<file path="src/rtl/priority_circuit_top.sv">
// Three independently implemented 4-bit priority lanes plus a registered status stage.
// Lanes are combinational; status outputs lag by one clk cycle. No backpressure.

// Lane "sv": one-hot of the most-significant asserted request, written as an if/else chain.
// Latency: combinational, zero cycles.
// Backpressure: none; output follows input continuously.
module priority_lane_sv #(
   parameter int W = 4
) (
   input  logic [W-1:0] a,
   output logic [W-1:0] y
);

   always_comb begin
      y = '0;
      if (a[3])
         y[3] = 1'b1;
      else if (a[2])
         y[2] = 1'b1;
      else if (a[1])
         y[1] = 1'b1;
      else if (a[0])
         y[0] = 1'b1;
   end

endmodule

// Lane "v": same priority function expressed as flat sum-of-products equations.
// Latency: combinational, zero cycles.
// Backpressure: none; output follows input continuously.
module priority_lane_v #(
   parameter int W = 4
) (
   input  logic [W-1:0] a,
   output logic [W-1:0] y
);

   assign y[3] = a[3];
   assign y[2] = ~a[3] & a[2];
   assign y[1] = ~a[3] & ~a[2] & a[1];
   assign y[0] = ~a[3] & ~a[2] & ~a[1] & a[0];

endmodule

// Lane "vhd": same priority function written as a wildcard case table.
// Latency: combinational, zero cycles.
// Backpressure: none; output follows input continuously.
module priority_lane_vhd #(
   parameter int W = 4
) (
   input  logic [W-1:0] a,
   output logic [W-1:0] y
);

   always_comb begin
      y = '0;
      casez (a)
         4'b1???: y = 4'b1000;
         4'b01??: y = 4'b0100;
         4'b001?: y = 4'b0010;
         4'b0001: y = 4'b0001;
         default: y = 4'b0000;
      endcase
   end

endmodule

// Wrapper: three lanes side by side with a clocked status stage that flags lane disagreement.
// Latency: y_* combinational; *_q outputs one cycle after the inputs they describe.
// Backpressure: none; status registers update on every rising clk edge.
module priority_circuit_top #(
   parameter int W = 4
) (
   input  logic         clk,
   input  logic         reset,
   input  logic [W-1:0] a_sv,
   output logic [W-1:0] y_sv,
   input  logic [W-1:0] a_v,
   output logic [W-1:0] y_v,
   input  logic [W-1:0] a_vhd,
   output logic [W-1:0] y_vhd,
   output logic [W-1:0] y_sv_q,
   output logic [W-1:0] y_v_q,
   output logic [W-1:0] y_vhd_q,
   output logic [2:0]   any_q,
   output logic         mismatch_q,
   output logic         in_diff_q
);

   logic in_diff;
   logic out_diff;

   priority_lane_sv #(.W(W)) u_lane_sv (
      .a (a_sv),
      .y (y_sv)
   );

   priority_lane_v #(.W(W)) u_lane_v (
      .a (a_v),
      .y (y_v)
   );

   priority_lane_vhd #(.W(W)) u_lane_vhd (
      .a (a_vhd),
      .y (y_vhd)
   );

   assign in_diff  = !((a_sv == a_v) && (a_v == a_vhd));
   assign out_diff = !((y_sv == y_v) && (y_v == y_vhd));

   // A lane disagreement only counts when every lane saw the same request vector.
   always_ff @(posedge clk) begin
      if (reset) begin
         y_sv_q     <= '0;
         y_v_q      <= '0;
         y_vhd_q    <= '0;
         any_q      <= '0;
         in_diff_q  <= 1'b0;
         mismatch_q <= 1'b0;
      end else begin
         y_sv_q     <= y_sv;
         y_v_q      <= y_v;
         y_vhd_q    <= y_vhd;
         any_q      <= {(a_vhd != '0), (a_v != '0), (a_sv != '0)};
         in_diff_q  <= in_diff;
         mismatch_q <= !in_diff && out_diff;
      end
   end

endmodule

</file>
<file path="config.mk">
export PLATFORM = sky130hd
export DESIGN_NAME = priority_circuit_top
export DESIGN_NICKNAME = d
export VERILOG_FILES = /design/src/rtl/priority_circuit_top.sv
export SDC_FILE = /design/constraint.sdc
export NUM_CORES = 1
export LEC_CHECK = 0
export ABC_AREA = 1
export BUFFER_PORTS_ARGS = -buffer_cell sky130_fd_sc_hd__buf_2
export CAP_MARGIN = 10
export CORE_AREA = 2 2 45 47
export DETAILED_ROUTE_END_ITERATION = 6
export DIE_AREA = 0 0 47 49
export HOLD_SLACK_MARGIN = 0.12
export PLACE_DENSITY_LB_ADDON = 0.05
export SYNTH_ARGS = -nofsm -noshare
export SYNTH_HDL_FRONTEND = slang
export SYNTH_HIERARCHICAL = 1
export SYNTH_SLANG_ARGS = --single-unit
</file>
<file path="constraint.sdc">
create_clock -name clk -period 2.05 [get_ports clk]
set_clock_uncertainty 0.2 [all_clocks]
set_input_delay 0.41 -clock clk [delete_from_list [all_inputs] [get_ports clk]]
set_output_delay 0.41 -clock clk [all_outputs]
set_load 0.02 [all_outputs]
</file>
==> impl_metrics.yaml <==
critical_path:
  cpPeakStageDelay_ps: 220
  cp_slowest_cell: "nor2_1"
  worstPathArrival_ps: 1110
  end_kind: "primary output"
  start_kind: "primary input"
  crit_cells: 5
  path_cells: "buf_2, inv_1, nand2_1, nor2_1, buf_2"
  path_class: "primary input to primary output"
  cpMostUsedCell: "buf_2"
  crit_family: "buffers and inverters"
  cp_max_fo: 8
  required_ps: 1440
  crit_end: "y_v[0]"
  worst-path-buf-inv: 3
  cp-startpoint: "a_v[3]"
clock_network:
  post-cts-setup-buffers: 0
  cts_tree: "done"
  cts_root_buf: "clkbuf_4"
  path_clk_slew_ps: 90
  htree_levels: 1
  cts_hold_buf: 0
  cts_buffers: 3
  cts_resized: 0
  clockBufferDepth: 2
  cts_sinks: 17
die:
  start_util_pct: 42.8
  die_h_um: 49
  core_um2: 1840
  pin_count: 43
  rows: 16
  dieArea_um2: 2300
  die_x_um: 47
detailed_routing:
  antenna_left: 0
  detail_route.iter0.violations: 9
  vias: 776
  via_per_inst: 4.08
  dr.pass1.iters: 4
  wl_per_cell_um: 8.43
  routed_wl_mm: 1.60
  drcViolationCount: 0
synthesis:
  yosys.area.top_type: "dfxtp_1"
  synth_most_common_cell: "nor2_1"
  async_flop_share_pct: 0
  ys_seq_area_share_pct: 43.2
  synthTopCellsByCount: "nor2_1, nand2_1, inv_1, dfxtp_1, nand3_1"
  synth_top_area_share_pct: 43.2
  synth-edff-count: 0
  netlist_instances: 122
  synth_nets: 136
  synth.distinct_cells: 19
  mappedNetlistArea_um2: 788
  synth-main-ff-cell: "dfxtp_1"
  avgSynthCellArea_um2: 6.46
  ys_top_cells_by_area: "dfxtp_1, nor2_1, nand2_1"
  ys_ff_latch: 17
  ys_warn_count: 6
final_layout:
  nets: 178
  drive_above_1_share_pct: 34.4
  stdcell_area_um2: 1030
  num_antenna_cells: 0
  area.growth.synth_to_final_pct: 30.8
timing:
  finalMaxSlewViolations: 0
  slew_headroom_pct: 80.8
  setup_viol: 0
  rsz0062_at_grt: "no"
  fin_crit_sh_pct: 84.0
  post-route-min-period_ps: 1720
  worstMarginPinSlew_ps: 289
  max_clock_freq_mhz: 580
  hold_viol: 0
  setup_tns_ps: 0
flow_run:
  max-cap-violations: 0
placement:
  port_buffers: 42
  place_congestion: 0.807
  postPlaceCellArea_um2: 1000
  dp_hpwl_mm: 1.34
grt:
  grt_overflow_total: 0
  grt_max_degree: 18
  grt_pass1_wl_mm: 2.60
  antenna_found_initial: 0
  grt_pass1_vias: 626
  track_usage_pct: 15.5
worst_hold_path:
  hold_depth: 3
  hold_class: "primary input to flop"
power:
  leakagePower_nw: 0.614
  power.density_nw_per_um2: 636
  ir_drop_mv: 0.373
run_status:
  run_status: "complete, no violations"
## tightest hold or removal path, stage by stage
cell,delay [ps]
buf_2,140
inv_1,60
nor2_1,30
## where the power goes
| group | internal [mW] | switching, mW |
|---|---|---|
| Combinational | 0.0455 | 0.0926 |
| Clock | 0.0723 | 0.100 |
| Sequential | 0.343 | 0.00246 |
| Total | 0.461 | 0.195 |
## layout make-up
type,count,area [um2]
clock buffers,3,22.5
multi-input cells,72,313
inverters,28,106
well taps,27,33.8
repair buffers,42,210
fillers,197,811
clock inverters,1,5.00
flip-flops and latches,17,340
## cell usage in the layout, fill, tap and decap left out, types with 2 or more instances in the layout
| cell | count |
|---|---|
| nor2_1 | 28 |
| nand2_1 | 26 |
| buf_2 | 42 |
| inv_2 | 4 |
| clkinv_2 | 2 |
| clkbuf_4 | 3 |
| a31oi_1 | 2 |
| inv_1 | 23 |
| dfxtp_1 | 17 |
| o21ai_1 | 2 |
| nand3_1 | 5 |
| o21ai_0 | 2 |
| o21ai_2 | 2 |
## per-stage QoR
| stage | total power [mW] | hold WS [ps] | std cells | setup slack, ps | utilization [%] |
|---|---|---|---|---|---|
| after floorplan | 0.444 | 330 | 122 | 434 | - |
| after global placement | 0.491 | 496 | 186 | 328 | 54.5 |
| after detailed placement | 0.493 | 496 | 186 | 317 | 54.5 |
| after CTS | 0.666 | 189 | 190 | 315 | 56.0 |
| after global routing | 0.693 | 206 | 190 | 207 | 56.0 |
| final | 0.656 | 196 | 190 | 327 | 56.0 |
## registers in the layout, summed over array words and instances, names as in the netlist
signal      cells
in_diff_q       1
y_sv_q          4
y_v_q           4
mismatch_q      1
any_q           3
y_vhd_q         4
## metal layers
metal,vias to the layer above,share of wire [%],wire (um),track usage [%]
met3,2,6.2,100,3.33
met4,0,0.75,12,6.94
li1,436,-,-,-
met2,26,45,728,22.4
met1,312,47,758,21.5
met5,-,0,0,0
## worst min-delay path by stage
stage | from | endpoint | slack [ps]
2_1_floorplan | a_vhd[3] | any_q[2] | 330
3_3_place_gp | a_vhd[1] | any_q[2] | 500
3_5_place_dp | a_vhd[0] | any_q[2] | 500
4_1_cts | a_v[3] | y_v_q[3] | 190
5_1_grt | a_v[3] | y_v_q[3] | 210
6_report | a_v[3] | y_v_q[3] | 200
## logic make-up (layout without fill, tap and decap cells)
logic type	count (synthesis)	count (layout)	share of synthesized area, %
and+or+nand+nor	63	63	32.7
buffers and inverters	33	74	17.1
DFF	17	17	43.2
AOI/OAI and AO/OA	9	9	6.98
Note: power is estimated with default switching activity, not from simulation.
